**src/rtl/systolic_pkg.sv**
```systemverilog
// Shared constants and FSM encoding for the systolic array loader.
// The optional checksum byte is enabled by defining LOADER_SUM_CHECK_EN.
package systolic_pkg;

    localparam int DW    = 8;
    localparam int N_IMG = 16;
    localparam int N_FLT = 9;
    localparam int N_RES = 4;

    typedef enum logic [1:0] {
        ST_LOAD  = 2'd0,
        ST_RUN   = 2'd1,
        ST_DRAIN = 2'd2
    } state_t;

endpackage

```
**src/rtl/systolic_out_serializer.sv**
```systemverilog
// Captures the four array results and streams them out one byte per handshake.
// With LOADER_SUM_CHECK_EN a fifth byte carries the modulo-2^DW sum of the results.
module systolic_out_serializer
    import systolic_pkg::*;
#(
    parameter int DW = systolic_pkg::DW
) (
    input  logic              clk,
    input  logic              rst,
    input  logic              capture,
    input  logic              active,
    input  logic [N_RES*DW-1:0] arr_o,
    input  logic              out_ready,
    output logic              out_valid,
    output logic [DW-1:0]     out_data,
    output logic              done
);

`ifdef LOADER_SUM_CHECK_EN
    localparam int N_OUT = N_RES + 1;
    logic [DW-1:0] sum;
`else
    localparam int N_OUT = N_RES;
`endif

    logic [DW-1:0] res [N_RES];
    logic [2:0]    idx;

    // A byte moves on only when the sink takes it; done marks the final byte.
    assign out_valid = active;
    assign done      = active && out_ready && (idx == 3'(N_OUT - 1));

    always_ff @(posedge clk or negedge rst) begin
        if (!rst) begin
            for (int k = 0; k < N_RES; k++) res[k] <= '0;
            idx <= '0;
        end else begin
            if (capture) begin
                for (int k = 0; k < N_RES; k++) res[k] <= arr_o[(N_RES-1-k)*DW +: DW];
            end
            if (done) begin
                idx <= '0;
            end else if (active && out_ready) begin
                idx <= idx + 3'd1;
            end
        end
    end

`ifdef LOADER_SUM_CHECK_EN
    always_comb begin
        sum = res[0] + res[1] + res[2] + res[3];
    end
`endif

    always_comb begin
        out_data = '0;
        case (idx)
            3'd0: out_data = res[0];
            3'd1: out_data = res[1];
            3'd2: out_data = res[2];
            3'd3: out_data = res[3];
`ifdef LOADER_SUM_CHECK_EN
            3'd4: out_data = sum;
`endif
            default: out_data = '0;
        endcase
    end

endmodule

```
**src/rtl/systolic_loader.sv**
```systemverilog
// Loads a 4x4 image and 3x3 filter byte-serially, runs the array, then drains results.
// Optional checksum byte after the results: define LOADER_SUM_CHECK_EN.
module systolic_loader
    import systolic_pkg::*;
#(
    parameter int DW      = systolic_pkg::DW,
    parameter int LATENCY = 12
) (
    input  logic                clk,
    input  logic                rst,
    input  logic                in_valid,
    input  logic [DW-1:0]       in_data,
    output logic                in_ready,
    output logic [N_IMG*DW-1:0] arr_i,
    output logic [N_FLT*DW-1:0] arr_f,
    output logic                arr_rst,
    input  logic [N_RES*DW-1:0] arr_o,
    output logic                out_valid,
    output logic [DW-1:0]       out_data,
    input  logic                out_ready,
    output logic                busy
);

    // Handshake rule: a byte transfers on a clock edge where valid and ready are both high.
    state_t        state, state_nxt;
    logic [4:0]    byte_cnt;
    logic [7:0]    cyc_cnt;
    logic [4:0]    flt_idx;
    logic [DW-1:0] img [N_IMG];
    logic [DW-1:0] flt [N_FLT];
    logic          accept, last_byte, run_end, drain_done;

    assign in_ready  = (state == ST_LOAD);
    assign accept    = in_valid && in_ready;
    assign last_byte = (byte_cnt == 5'(N_IMG + N_FLT - 1));
    assign run_end   = (state == ST_RUN) && (cyc_cnt == 8'(LATENCY - 1));
    assign flt_idx   = byte_cnt - 5'(N_IMG);
    assign arr_rst   = (state != ST_RUN);
    assign busy      = (state != ST_LOAD) || (byte_cnt != 5'd0);

    always_comb begin
        state_nxt = state;
        case (state)
            ST_LOAD:  if (accept && last_byte) state_nxt = ST_RUN;
            ST_RUN:   if (run_end)             state_nxt = ST_DRAIN;
            ST_DRAIN: if (drain_done)          state_nxt = ST_LOAD;
            default:                           state_nxt = ST_LOAD;
        endcase
    end

    always_ff @(posedge clk or negedge rst) begin
        if (!rst) begin
            state <= ST_LOAD;
        end else begin
            state <= state_nxt;
        end
    end

    always_ff @(posedge clk or negedge rst) begin
        if (!rst) begin
            byte_cnt <= '0;
            cyc_cnt  <= '0;
            for (int k = 0; k < N_IMG; k++) img[k] <= '0;
            for (int k = 0; k < N_FLT; k++) flt[k] <= '0;
        end else begin
            if (accept) begin
                byte_cnt <= last_byte ? 5'd0 : byte_cnt + 5'd1;
                if (byte_cnt < 5'(N_IMG)) begin
                    img[byte_cnt[3:0]] <= in_data;
                end else begin
                    flt[flt_idx[3:0]] <= in_data;
                end
            end
            if (state == ST_RUN && !run_end) begin
                cyc_cnt <= cyc_cnt + 8'd1;
            end else begin
                cyc_cnt <= '0;
            end
        end
    end

    // Element 0 of each matrix sits in the MSBs of the flattened bus.
    always_comb begin
        arr_i = '0;
        arr_f = '0;
        for (int k = 0; k < N_IMG; k++) arr_i[(N_IMG-1-k)*DW +: DW] = img[k];
        for (int k = 0; k < N_FLT; k++) arr_f[(N_FLT-1-k)*DW +: DW] = flt[k];
    end

    systolic_out_serializer #(.DW(DW)) u_ser (
        .clk       (clk),
        .rst       (rst),
        .capture   (run_end),
        .active    (state == ST_DRAIN),
        .arr_o     (arr_o),
        .out_ready (out_ready),
        .out_valid (out_valid),
        .out_data  (out_data),
        .done      (drain_done)
    );

endmodule

```
**config.mk**
```make
export PLATFORM = sky130hd
export DESIGN_NAME = systolic_loader
export DESIGN_NICKNAME = d
export VERILOG_FILES = /design/src/rtl/systolic_pkg.sv /design/src/rtl/systolic_out_serializer.sv /design/src/rtl/systolic_loader.sv
export SDC_FILE = /design/constraint.sdc
export NUM_CORES = 1
export LEC_CHECK = 0
export ABC_CLOCK_PERIOD_IN_PS = 5750
export BUFFER_PORTS_ARGS = -buffer_cell sky130_fd_sc_hd__buf_2
export CAP_MARGIN = 25
export CORE_UTILIZATION = 50
export CTS_CLUSTER_DIAMETER = 30
export CTS_CLUSTER_SIZE = 28
export DETAILED_ROUTE_END_ITERATION = 16
export GPL_ROUTABILITY_DRIVEN = 0
export PLACE_DENSITY = 0.79
export SYNTH_ARGS = -nofsm -noshare
export SYNTH_HDL_FRONTEND = slang
export SYNTH_SLANG_ARGS = --single-unit
```
**constraint.sdc**
```tcl
create_clock -name clk -period 5.75 [get_ports clk]
set_clock_uncertainty 0.05 [all_clocks]
set_input_delay 0.575 -clock clk [delete_from_list [all_inputs] [get_ports clk]]
set_output_delay 0.575 -clock clk [all_outputs]
set_load 0.01 [all_outputs]
```
==> summary.txt, run 1 <==
Worst setup path
  • CP required: 5.12 ns
  • Crit path buffers/inverters: 1
  • Total stage count of the critical path: 4
  • CP Launch Point: u_ser.idx[0]
  • CP top delay family: adder cells
  • Slowest CP cell: ha_1
  • CP cell instances: ha_1 -> a22oi_1 -> a21oi_1 -> buf_2
  • Startpoint Class: flop
  • WP data arrival: 1.91 ns
  • Crit. End Element: primary output
  • Crit-path max FO: 10
  • Worst R2R Path Depth: 3
  • Critical path class: flop to primary output
  • Reg2reg start: byte_cnt[4]
  • CP max stage delay: ~0.44 ns

Clock network
  • CTS Buf Count: 49
  • # resized after CTS: 0
  • CTS tree: yes
  • Post-CTS setup buffer count: 0
  • Root Driver: clkbuf_16
  • Htree depth: 2
  • Hold buffers post-CTS: 0
  • Num Clock Sinks: 250
  • Max clock buf depth: 3
  • Clk slew on worst S/H paths: 0.05 ns
  • Clk_lat worst skew: 0.53 ns

Power and ir drop
  • Leakage: between 6 and 7 nW
  • VDD IR max: 0.0003141 V
  • Switching Fraction: 0.3053
  • Power Internal: around 5.1 mW
  • Pwr Total: 7.340 mW
  • Gate power share: 0.255
  • Reg power frac: 0.369
  • Clk network pwr share: 0.375
  • Pwr Density: 558.9 mW/mm^2
  • Psw: about 2.2 mW

Timing
  • RSZ-0062 raised after global routing: false
  • Max-slew violations: 0
  • Relative slew margins: 0.4134
  • Final period utilization: 0.4416
  • Max frequency: 393.8 MHz
  • Slew at the pin closest to its max-slew limit: 0.8760 ns
  • Hold Vio Cnt, Final: 1
  • Final TNS setup: 0 ns
  • Setup violators final: 0
  • Minimum clock period: 2.539 ns
  • Fin worst setup slack: 3.211 ns
  • Hold slack: -0.003056 ns

Synthesis
  • Fraction of registers with async set/reset: 1.000
  • Mapped Area: 0.01004 sq mm
  • Post-synth EDFFs: 0
  • Seq/Total Area, Yosys: 0.6234
  • Yosys warning count: 0
  • FF+latch count, synth: 250
  • Top FF cell, synth: dfrtp_1
  • Synth unique cells: 44
  • Syn nets: 711
  • Post-Synthesis Cells: ~660
  • Mean post-synth cell area: 15.25 sq um

Placement
  • Post-Place Worst Slack: 3.194 ns
  • IO Port Bufs: approximately 260
  • Placed Cells: approximately 1100
  • Dpl hpwl: 15590 um
  • Placed instance area: 0.01149 sq mm

Global route
  • Met3 Track Usage GR: 0.06431
  • Met1 Resource Use GR: 0.2952
  • Vias in the first global route: 6792
  • Met2 Use GR: 0.4009
  • GRT Resource Usage Total: 0.2384
  • Global route hottest layer: met2
  • Initial antenna violation count: 0
  • Global route overflow: 0
  • Largest net degree at the start of global routing: between 150 and 200
  • First-pass GRT wire length: 37380 um

Status
  • Violated checks: hold timing
  • Outcome: complete, but fails checks

Routing
  • Via/cell ratio: 5.310
  • Initial DRC Count: 269
  • DRC: 0
  • WL/cell: 19.97 um
  • Total wire length: ~24000 um
  • Routed vias: ~6500
  • Post-route ant nets: 0
  • TritonRoute pass-1 iters: 4

Finish
  • Proportion of layout cells with a drive suffix above 1: 0.6167
  • Cell area after layout: 0.01313 sq mm
  • # nets final: 975
  • P&R area growth vs syn: 30.86%
  • # fillers: approximately 1400
  • Antenna fix cells: 0
  • Fin cells: 1225
  • Utilization after layout: 0.6704

Min path
  • Hold Path Class: input port to async pin

Floorplanning
  • Area of the die: 0.02064 sq mm
  • Starting Density: 0.5123
  • FP Rows: 51
  • Io pins: roughly 260
  • Die width: 143.7 um
  • Core area: 0.01959 sq mm
  • Die Ht: 143.7 um

Flow run
  • Max-cap viol count: 0
[layout by cell type (no fill, tap or decap), types with 8 or more instances in the layout]
cell / instances
clkinv_2: 9
a22oi_1: 16
buf_2: 254
nor2_1: 8
a21oi_1: 13
nand3_2: 8
ha_1: 9
dfrtp_1: 250
mux2_2: 232
clkbuf_16: 50
and3_1: 8
[cell usage after synthesis (all sizes together) (3+ instances only)]
library cell  instances  area share
a21oi                13      0.0065
a22oi                16       0.012
and3                  8      0.0050
and4                  4      0.0035
buf                  24       0.013
clkbuf               20      0.0075
dfrtp               250        0.62
ha                    9       0.011
inv                   7      0.0026
mux2                233        0.26
nand2                 4      0.0015
nand3                14       0.011
nand4                 6      0.0065
nor2                  8      0.0030
nor2b                 5      0.0031
nor3                  3      0.0026
o21ai                 6      0.0030
or3                   3      0.0019
[power groups by stage]
stage	registers, mW	clock network, mW	logic [mW]
detailed placement	2.72	0	1.89
global placement	2.70	0	1.84
finish	2.71	2.76	1.87
global route	2.79	2.89	2.02
floorplan	2.95	0	0.784
CTS	2.71	2.79	1.90
[worst paths after layout]
kind                                 end  slack (ns)
max                          out_data[0]        3.21
min                           arr_i[123]      -0.003
max reg2reg                    arr_i[37]        3.36
min reg2reg                    arr_i[34]        0.45
max in group asynchronous      arr_i[50]        4.38
min in group clk           u_ser.res[24]        0.23
[registers in the layout (all words and copies together), names as in the netlist]
register / cells
u_ser.idx: 3
arr_i: 128
byte_cnt: 5
state: 2
cyc_cnt: 8
u_ser.res: 32
arr_f: 72
[layer usage]
metal	vias to the layer above	wire, um
li1	2910	-
met1	3329	9979
met2	215	12230
met3	51	1574
met4	0	683
met5	-	0
[logic make-up (layout without fill, tap and decap cells)]
| kind of cell | count (synthesis) | in the layout | share of synthesized area |
|---|---|---|---|
| adders and majority gates | 9 | 9 | 0.01122 |
| and+or+nand+nor | 66 | 66 | 0.04763 |
| muxes | 233 | 233 | 0.2614 |
| DFF | 250 | 250 | 0.6234 |
| buffers and inverters | 51 | 353 | 0.02306 |
| xor gates and xnor gates | 3 | 3 | 0.002619 |
| AOI/OAI and AO/OA | 46 | 46 | 0.03067 |
[layout make-up]
cell class / instances / area [sq um] / share of cell area
Sequential cell: 250 / 6256 / 0.4764
Multi-Input combinational cell: 357 / 3562 / 0.2712
Clock buffer: 60 / 1359 / 0.1035
Timing Repair Buffer: 257 / 1314 / 0.1000
Tap cell: 265 / 331.6 / 0.02525
Clock inverter: 29 / 284.0 / 0.02163
Inverter: 7 / 26.28 / 0.002001
Note: power is estimated with default switching activity, not from simulation.
==> run 2: changes to the inputs <==
ABC_CLOCK_PERIOD_IN_PS = 2400   (was 5750)
clock period = 2.4 ns   (was 5.75 ns; I/O delays follow)
==> run 2 against run 1 <==
  * The run now ends clean
  * Routed wire length is 5.4% higher
  * Non-clock buffer count is 45 higher
  * Clock-buffer cell count stayed put
  * Critical path depth stayed put
  * Sequential share of layout area is 1.4 points lower
  * Critical endpoint is now busy
  * Largest cell class unchanged
  * Highest routed layer is now met5
==> summary.txt, run 2 (synthesized netlist as in run 1, its figures left out) <==
Floorplanning
  • Die width: 143.7 um (unchanged)
  • Io pins: 256 (unchanged)
  • FP Rows: 51 (unchanged)
  • Area of the die: 0.02064 sq mm (unchanged)
  • Starting Density: 0.5123 (unchanged)
  • Die Ht: 143.7 um (unchanged)
  • Core area: 0.01959 sq mm (unchanged)

Power and ir drop
  • Reg power frac: 0.365 (-0.004)
  • Pwr Total: 17.78 mW (+140%)
  • Leakage: 6.858 nW (+2.8%)
  • Switching Fraction: 0.2968 (-0.008465)
  • Power Internal: 12.50 mW (+150%)
  • VDD IR max: 0.0009943 V (+220%)
  • Gate power share: 0.261 (+0.006)
  • Psw: 5.278 mW (+140%)
  • Clk network pwr share: 0.374 (about the same)
  • Pwr Density: 1314 mW/mm^2 (+140%)

Placement
  • Placed instance area: 0.01158 sq mm (+0.83%)
  • Post-Place Worst Slack: 0.2171 ns (-2.977 ns)
  • Placed Cells: 1147 (+0.97%)
  • IO Port Bufs: 255 (unchanged)
  • Dpl hpwl: 15710 um (+0.79%)

Worst setup path
  • Critical path class: flop to primary output
  • Worst R2R Setup Slack: 0.23 ns (-3.13 ns)
  • Crit. End Element: primary output
  • Slowest CP cell: dfrtp_1
  • Crit path buffers/inverters: 2 (+1)
  • CP cell instances: buf_4 -> nor3_1 -> nand3_1 -> buf_2
  • CP top delay family: flip-flops
  • Reg2reg start: byte_cnt[2]
  • Total stage count of the critical path: 4 (unchanged)
  • WP data arrival: 1.93 ns (+0.02 ns)
  • Startpoint Class: flop
  • Crit-path max FO: 11 (+1)
  • CP Launch Point: byte_cnt[2]
  • CP required: 2.11 ns (-3.01 ns)
  • CP max stage delay: 0.51 ns (+0.07 ns)
  • Worst R2R Path Depth: 4 (+1)

Global route
  • Global route overflow: 0 (unchanged)
  • GRT Resource Usage Total: 0.2522 (+0.01375)
  • Initial antenna violation count: 1 (+1)
  • Vias in the first global route: 6969 (+2.6%)
  • First-pass GRT wire length: 39140 um (+4.7%)
  • Largest net degree at the start of global routing: 65 (-59%)

Clock network
  • Num Clock Sinks: 250 (unchanged)
  • Clk slew on worst S/H paths: 0.05 ns (about the same)
  • Clk_lat worst skew: 0.53 ns (about the same)
  • CTS tree: yes
  • Max clock buf depth: 3 (unchanged)
  • CTS Buf Count: 46 (-6.1%)
  • Root Driver: clkbuf_16
  • Htree depth: 2 (unchanged)

Timing
  • Max-slew violations: 0 (unchanged)
  • Minimum clock period: 2.219 ns
  • Setup violators final: 0 (unchanged)
  • Final TNS setup: 0 ns (unchanged)
  • Relative slew margins: 0.5185 (+0.1051)
  • Final period utilization: 0.9247
  • RSZ-0062 raised after global routing: false
  • Fin worst setup slack: 0.1808 ns (-3.030 ns)
  • Hold Vio Cnt, Final: 0 (-1)
  • Max frequency: roughly 450 MHz
  • Slew at the pin closest to its max-slew limit: 0.7223 ns (-0.1538 ns)

Routing
  • Post-route ant nets: 0 (unchanged)
  • WL/cell: 20.39 um (+2.1%)
  • Total wire length: 25780 um (+5.4%)
  • DRC: 0 (unchanged)
  • Routed vias: 6777 (+4.2%)
  • TritonRoute pass-1 iters: 4 (unchanged)
  • Via/cell ratio: 5.362 (+0.97%)
  • Initial DRC Count: 253 (-5.9%)

Finish
  • Antenna fix cells: 0 (unchanged)
  • Fin cells: 1264 (+3.2%)
  • Proportion of layout cells with a drive suffix above 1: 0.5916 (-0.02508)
  • # nets final: 1017 (+4.3%)
  • Max reg flops: 128 (unchanged)
  • Multi-input gate area: 0.003562 sq mm (unchanged)
  • Commonest non-fill, non-tap cells in the layout: 254 x buf_2, 250 x dfrtp_1, 232 x mux2_2, 47 x clkbuf_16, 34 x dlygate4sd3_1
  • Register area: 0.006256 sq mm (unchanged)
  • # fillers: 1329 (-5.5%)
  • Most common cell after layout, fill and taps aside: buf_2
  • P&R area growth vs syn: 34.81%
  • Cell area after layout: 0.01353 sq mm (+3.0%)

Min path
  • Hold Path Class: input port to flop
  • Hold Crit Depth: 3
  • HP Start: in_valid

Flow run
  • Max-cap viol count: 0 (unchanged)

Status
  • Outcome: finished clean
-- run 2: changes by cell type in the layout (fill, tap and decap cells not counted), sizes merged --
| cell | previous run | this run |
|---|---|---|
| inv | 12 | 9 |
| clkinvlp | 6 | 2 |
| buf | 257 | 268 |
| clkinv | 15 | 11 |
| dlygate4sd3 | 0 | 34 |
| bufinv | 3 | 8 |
-- run 2: path summary, 6_finish.rpt --
| kind | endpoint |
|---|---|
| min in group asynchronous | u_ser.res[26] |
| min | byte_cnt[2] |
| max | busy |
| max reg2reg | arr_f[40] |
| min reg2reg | arr_i[76] |
| max in group asynchronous | arr_f[15] |
-- run 2: cell type report --
class,instances,area share
clock inverters,23,0.02506
flip-flops and latches,250,0.4624
inverters,7,0.001942
multi-input cells,357,0.2633
well taps,265,0.02451
clock buffers,60,0.09350
repair buffers,302,0.1293
-- run 2: power groups by stage --
stage	Combinational, mW	Clock (mW)	Sequential (mW)
2_1_floorplan	1.88	0	7.06
3_3_place_gp	4.52	0	6.43
3_5_place_dp	4.61	0	6.49
4_1_cts	4.68	6.72	6.47
5_1_grt	4.99	6.96	6.67
6_report	4.64	6.66	6.49
-- run 2: layer usage --
metal  part of all wire  vias to the layer above  track usage
li1                   -                     2987            -
met1               0.41                     3486       0.3097
met2               0.50                      249       0.4313
met3              0.065                       53      0.06631
met4              0.024                        2      0.08399
met5            0.00066                        -            0
-- run 2: timing repair --
| action | in CTS | in global routing |
|---|---|---|
| hold endpoints to repair | 91 | 0 |
| resized for setup | 0 | 0 |
| hold buffers | 34 | 0 |
| buffers inserted | 0 | 0 |
-- run 2: per-stage QoR --
| stage | hold slack [ns] | utilization |
|---|---|---|
| after floorplan | -0.1056 | - |
| after global placement | 0.1691 | 0.5914 |
| after detailed placement | 0.1660 | 0.5914 |
| after CTS | 0.09516 | 0.6906 |
| after global routing | 0.1287 | 0.6906 |
| final | 0.1230 | 0.6906 |
-- run 2: tightest hold or removal path, delay by kind of cell --
family	cells	cell delay, ns
AOI/OAI and AO/OA	1	0.14
buffers and inverters	1	0.13
and+or+nand+nor	1	0.16
